--- config.mk ---
export PLATFORM = sky130hd
export DESIGN_NAME = fifo_wr_arbiter
export DESIGN_NICKNAME = d
export VERILOG_FILES = /design/src/rtl/fifo_arb_pkg.sv /design/src/rtl/rr_next_sel.sv /design/src/rtl/fifo_wr_arbiter.sv
export SDC_FILE = /design/constraint.sdc
export NUM_CORES = 1
export LEC_CHECK = 0
export CAP_MARGIN = 0
export CORE_UTILIZATION = 25
export DETAILED_ROUTE_END_ITERATION = 10
export PLACE_DENSITY = 0.66
export SYNTH_ARGS = -nofsm -noshare
export SYNTH_HDL_FRONTEND = slang
export SYNTH_HIERARCHICAL = 1
export SYNTH_SLANG_ARGS = --single-unit
--- constraint.sdc ---
create_clock -name wclk -period 2.05 [get_ports wclk]
set_clock_uncertainty 0.1 [all_clocks]
set_input_delay 0.205 -clock wclk [delete_from_list [all_inputs] [get_ports wclk]]
set_output_delay 0.205 -clock wclk [all_outputs]
set_load 0.05 [all_outputs]
--- src/rtl/fifo_arb_pkg.sv ---
// rtl/fifo_arb_pkg.sv - shared state type, default parameters and clog2 for the FIFO write arbiter
package fifo_arb_pkg;

    typedef enum logic {
        IDLE  = 1'b0,
        GRANT = 1'b1
    } arb_state_t;

    localparam int DW_DEF        = 8;
    localparam int NSRC_DEF      = 4;
    localparam int MAX_BURST_DEF = 4;

    // Ceiling log2, floored at 1 so index and counter fields never become zero width.
    function automatic int clog2(input int value);
        int r;
        r = 0;
        while ((1 << r) < value) r++;
        return (r < 1) ? 1 : r;
    endfunction

endpackage

--- src/rtl/rr_next_sel.sv ---
// rtl/rr_next_sel.sv - combinational round-robin picker starting after the last granted index
module rr_next_sel
    import fifo_arb_pkg::*;
#(
    parameter int NSRC = NSRC_DEF,
    parameter int IW   = clog2(NSRC)
) (
    input  logic [NSRC-1:0] req,
    input  logic [IW-1:0]   last,
    output logic            any,
    output logic [IW-1:0]   sel_idx
);

    logic [IW-1:0] idx;

    always_comb begin
        any     = |req;
        sel_idx = '0;
        idx     = '0;
        // Walk farthest-to-nearest so the requester closest after last is assigned last and wins.
        for (int k = NSRC; k >= 1; k--) begin
            idx = IW'((int'(last) + k) % NSRC);
            if (req[idx]) begin
                sel_idx = idx;
            end
        end
    end

endmodule

--- src/rtl/fifo_wr_arbiter.sv ---
// rtl/fifo_wr_arbiter.sv - round-robin burst arbiter sharing the async FIFO write port
module fifo_wr_arbiter
    import fifo_arb_pkg::*;
#(
    parameter int NSRC      = NSRC_DEF,
    parameter int DW        = DW_DEF,
    parameter int MAX_BURST = MAX_BURST_DEF
) (
    input  logic               wclk,
    input  logic               wrst_n,
    input  logic               arb_en,
    input  logic [NSRC-1:0]    src_valid,
    input  logic [NSRC*DW-1:0] src_data,
    input  logic [NSRC-1:0]    src_last,
    output logic [NSRC-1:0]    src_ready,
    output logic               wreq,
    output logic [DW-1:0]      wdata,
    input  logic               wfull,
    output logic [NSRC-1:0]    grant_oh,
    output logic               busy
);

    localparam int              IW        = clog2(NSRC);
    localparam int              BW        = clog2(MAX_BURST + 1);
    localparam logic [BW-1:0]   LAST_BEAT = BW'(MAX_BURST - 1);
    localparam logic [IW-1:0]   LAST_SRC  = IW'(NSRC - 1);

    arb_state_t    state, state_nxt;
    logic [IW-1:0] last_grant, last_grant_nxt;
    logic [BW-1:0] burst_cnt, burst_cnt_nxt;
    logic          any_req;
    logic [IW-1:0] pick;
    logic          g_valid;
    logic          g_last;
    logic [DW-1:0] g_data;
    logic          xfer;

    rr_next_sel #(
        .NSRC (NSRC),
        .IW   (IW)
    ) u_sel (
        .req     (src_valid),
        .last    (last_grant),
        .any     (any_req),
        .sel_idx (pick)
    );

    // last_grant doubles as the current grant index while in GRANT.
    always_comb begin
        g_valid = 1'b0;
        g_last  = 1'b0;
        g_data  = '0;
        for (int i = 0; i < NSRC; i++) begin
            if (last_grant == IW'(i)) begin
                g_valid = src_valid[i];
                g_last  = src_last[i];
                g_data  = src_data[i*DW +: DW];
            end
        end
    end

    always_ff @(posedge wclk or negedge wrst_n) begin
        if (!wrst_n) begin
            state      <= IDLE;
            last_grant <= LAST_SRC;
            burst_cnt  <= '0;
        end else begin
            state      <= state_nxt;
            last_grant <= last_grant_nxt;
            burst_cnt  <= burst_cnt_nxt;
        end
    end

    always_comb begin
        state_nxt      = state;
        last_grant_nxt = last_grant;
        burst_cnt_nxt  = burst_cnt;
        xfer           = 1'b0;
        wreq           = 1'b0;
        wdata          = '0;
        src_ready      = '0;
        grant_oh       = '0;
        busy           = 1'b0;
        case (state)
            IDLE: begin
                if (arb_en && any_req) begin
                    state_nxt      = GRANT;
                    last_grant_nxt = pick;
                    burst_cnt_nxt  = '0;
                end
            end
            GRANT: begin
                busy  = 1'b1;
                wdata = g_data;
                for (int i = 0; i < NSRC; i++) begin
                    grant_oh[i]  = (last_grant == IW'(i));
                    src_ready[i] = (last_grant == IW'(i)) && !wfull;
                end
                xfer = g_valid && !wfull;
                wreq = xfer;
                // Clearing on release keeps the counter within 0..MAX_BURST-1.
                if (xfer) begin
                    if (g_last || burst_cnt == LAST_BEAT) begin
                        state_nxt     = IDLE;
                        burst_cnt_nxt = '0;
                    end else begin
                        burst_cnt_nxt = burst_cnt + BW'(1);
                    end
                end else if (!g_valid) begin
                    state_nxt = IDLE;
                end
            end
            default: state_nxt = IDLE;
        endcase
    end

endmodule

==> impl_metrics.yaml, run 1 <==
die:
  die_h_microns: 60.1
  fp.dieW_microns: 60.1
  row_count: 20
  die-area_sq_mm: 0.00361
  core-area_sq_mm: 0.00313
  initial_core_util: 0.270
  ioPinCount: 62
synth:
  synthArstFlopShare: 1.00
  syn_nets: 130
  synth_edf_count: 0
  yosys.cell_count.top_type: "nor2_1"
  postSynthCellCount: 84
  yosys-top-cells-count: "11 x nor2_1, 8 x and2_1, 8 x mux2i_1"
  synth_area_sq_um: 845
  yosys.area_share.simple: 0.227
  synth_compound_area_frac: 0.119
  synth_area_leader_cell: "mux4_1"
  synth_xor_area_frac: 0
  yosysSeqAreaShare: 0.181
  synth_mux_area_frac: 0.388
  synth_fa_ha_area_frac: 0.0296
  synth_top_area_share: 0.187
  ys.flop_type: "dfrtp_1"
  synth_top_family_by_area: "multiplexers"
  syn_avg_cell_area_sq_um: 10.1
  ys_ff_latch: 6
  ys_top_cells_by_area: "mux4_1 19%, dfrtp_1 12%, mux2i_1 9.5%"
  synth_warnings: 6
  post_synth_num_cell_types: 30
global_route:
  first_global_vias: 981
  grt_usage: 0.169
  grt_start_max_net_pins: 11
  antenna_found_initial: 0
  gr-total-overflow: 0
  grt_pass1_wl_microns: 4550
route:
  vias: 968
  drt_pre_antenna_iters: 4
  viasPerCell: 4.89
  drc: 0
  drt_iter0_drc: 26
  postRouteAntennaNets: 0
  drt_wl_total_microns: 2980
  wl_per_cell_microns: 15.0
flow_run:
  max-cap-violations: 0
setup_path:
  critPathLaunchType: "flop"
  crit_type: "reg -> out"
  r2r-start: "last_grant[0]$_DFFE_PN1P_"
  rr_worst_depth: 5
  worst_setup_path_end_kind: "output port"
  cp_data_required_time_ns: 1.75
  reg2reg_to: "burst_cnt[1]$_DFFE_PN0P_"
  r2r_slack_ns: 0.03
  critical_path_arrival_ns: 1.83
  cp_max_fo: 6
placement:
  port_buffers: 61
  hpwl_microns: 2420
  place_congestion: 0.726
  dpl_cell_area_sq_mm: 0.00158
  place_ws_ns: 0.0639
sta:
  worst_slew_pin_slew_ns: 0.492
  maxSlewHeadroom: 0.671
  drv_slew: 0
  rsz0062_at_grt: "yes"
  tns_ns: -0.405
  final-setup-viol-count: 9
  fmax_ghz: 0.469
  hold_violations: 0
  setup_ws_ns: -0.0811
  fin_crit_ns: 2.13
  fin_crit_sh: 1.04
pwr:
  power_leakage_uw: 0.000692
  ir_drop_mv: 0.601
  total_power_uw: 2300
  p_per_area_mw_per_mm2: 1340
clock_network:
  cts_hold_repair.buffers: 0
  clock_sinks: 6
  htreeDepth: 1
  cts_buffer_depth: 2
  cts_tree: "yes"
  clkTransAtPathRegs_ns: 0.04
  clk-insertion-delay-late_ns: 0.24
  clock-root-buffer: "clkbuf_4"
  cts_made_buffers: 3
status:
  violations: "negative setup slack"
  status: "complete, but fails checks"
layout:
  num_antenna_cells: 0
  stdcell_area_sq_mm: 0.00172
  nets: 202
  synthToLayoutAreaGrowth_pct: 103
  final_layout_size_suffix_gt1_frac: 0.390
min_path:
  hp-class: "in -> async"
## layout make-up
class	instances	area, sq um
fill	266	1410
tap	44	55.1
sequential	6	156
multi-input combinational	68	659
inverter	5	18.8
timing repair buffer	72	803
clock buffer	3	22.5
## power by group
part	leakage, uW	internal [uW]	switching (uW)	total, uW
sequential	0.0000751	186	85.2	271
combinational	0.000603	966	959	1930
clock	0.0000138	66.2	42.0	108
## sequential cells by signal, indices dropped and copies added (netlist names)
register / count
burst_cnt: 3
last_grant: 2
state: 1
## per-layer routing
metal / track usage / part of all wire
met1: 0.201 / 0.40
met2: 0.294 / 0.48
met3: 0.0649 / 0.12
met4: 0.0199 / 0
met5: 0 / 0
## logic make-up (layout without fill, tap and decap cells)
logic type / Yosys count / after routing
compound gates: 11 / 11
fa+ha+maj: 2 / 2
buf+inv: 10 / 80
flops: 6 / 6
mux: 19 / 19
simple gates: 36 / 36
## cells in the final DEF (no fill, tap or decap), types with 5 or more instances in the layout
master	count
nand2_1	5
buf_4	9
clkdlybuf4s50_1	44
mux4_2	9
inv_1	5
and2_4	8
buf_12	8
buf_6	8
nor2_1	7
mux2i_1	8
## worst max-delay path, stage by stage (launching register included)
cell	delay (ns)
dfstp_4	0.63
buf_6	0.13
mux4_2	0.50
and2_4	0.18
buf_6	0.14
## metrics by stage
step | util | hold slack (ns) | std cells
after floorplan | - | -0.191 | 84
after global placement | 0.506 | 0.362 | 190
after detailed placement | 0.506 | 0.359 | 190
after CTS | 0.545 | 0.0958 | 198
after global routing | 0.548 | 0.110 | 198
final | 0.548 | 0.0981 | 198
## worst max path at each step
stage,to,depth (start not counted),slack (ns),from
3_5_place_dp,wdata[4],3,0.06,last_grant[0]$_DFFE_PN1P_
4_1_cts,wdata[5],4,-0.07,last_grant[0]$_DFFE_PN1P_
5_1_grt,wdata[5],4,-0.13,last_grant[0]$_DFFE_PN1P_
2_1_floorplan,grant_oh[2],4,-0.13,last_grant[1]$_DFFE_PN1P_
3_3_place_gp,wreq,4,0.07,wfull
6_report,wdata[5],4,-0.08,last_grant[0]$_DFFE_PN1P_
## what timing repair did
item	4_1_cts	5_1_grt
setup buffers	5	0
pin swaps	5	0
setup endpoints to repair	13	14
cloned	0	0
resized for setup	33	3
Power figures use the tool's default switching activity.
==> inputs of run 2 (changes only) <==
--- a/config.mk
+++ b/config.mk
@@ -5,6 +5,7 @@
 export SDC_FILE = /design/constraint.sdc
 export NUM_CORES = 1
 export LEC_CHECK = 0
+export ABC_CLOCK_PERIOD_IN_PS = 2050
 export CAP_MARGIN = 0
 export CORE_UTILIZATION = 25
 export DETAILED_ROUTE_END_ITERATION = 10
==> results of run 2 <==
Same layout as run 1: the final DEF is identical, and so are final timing and power.
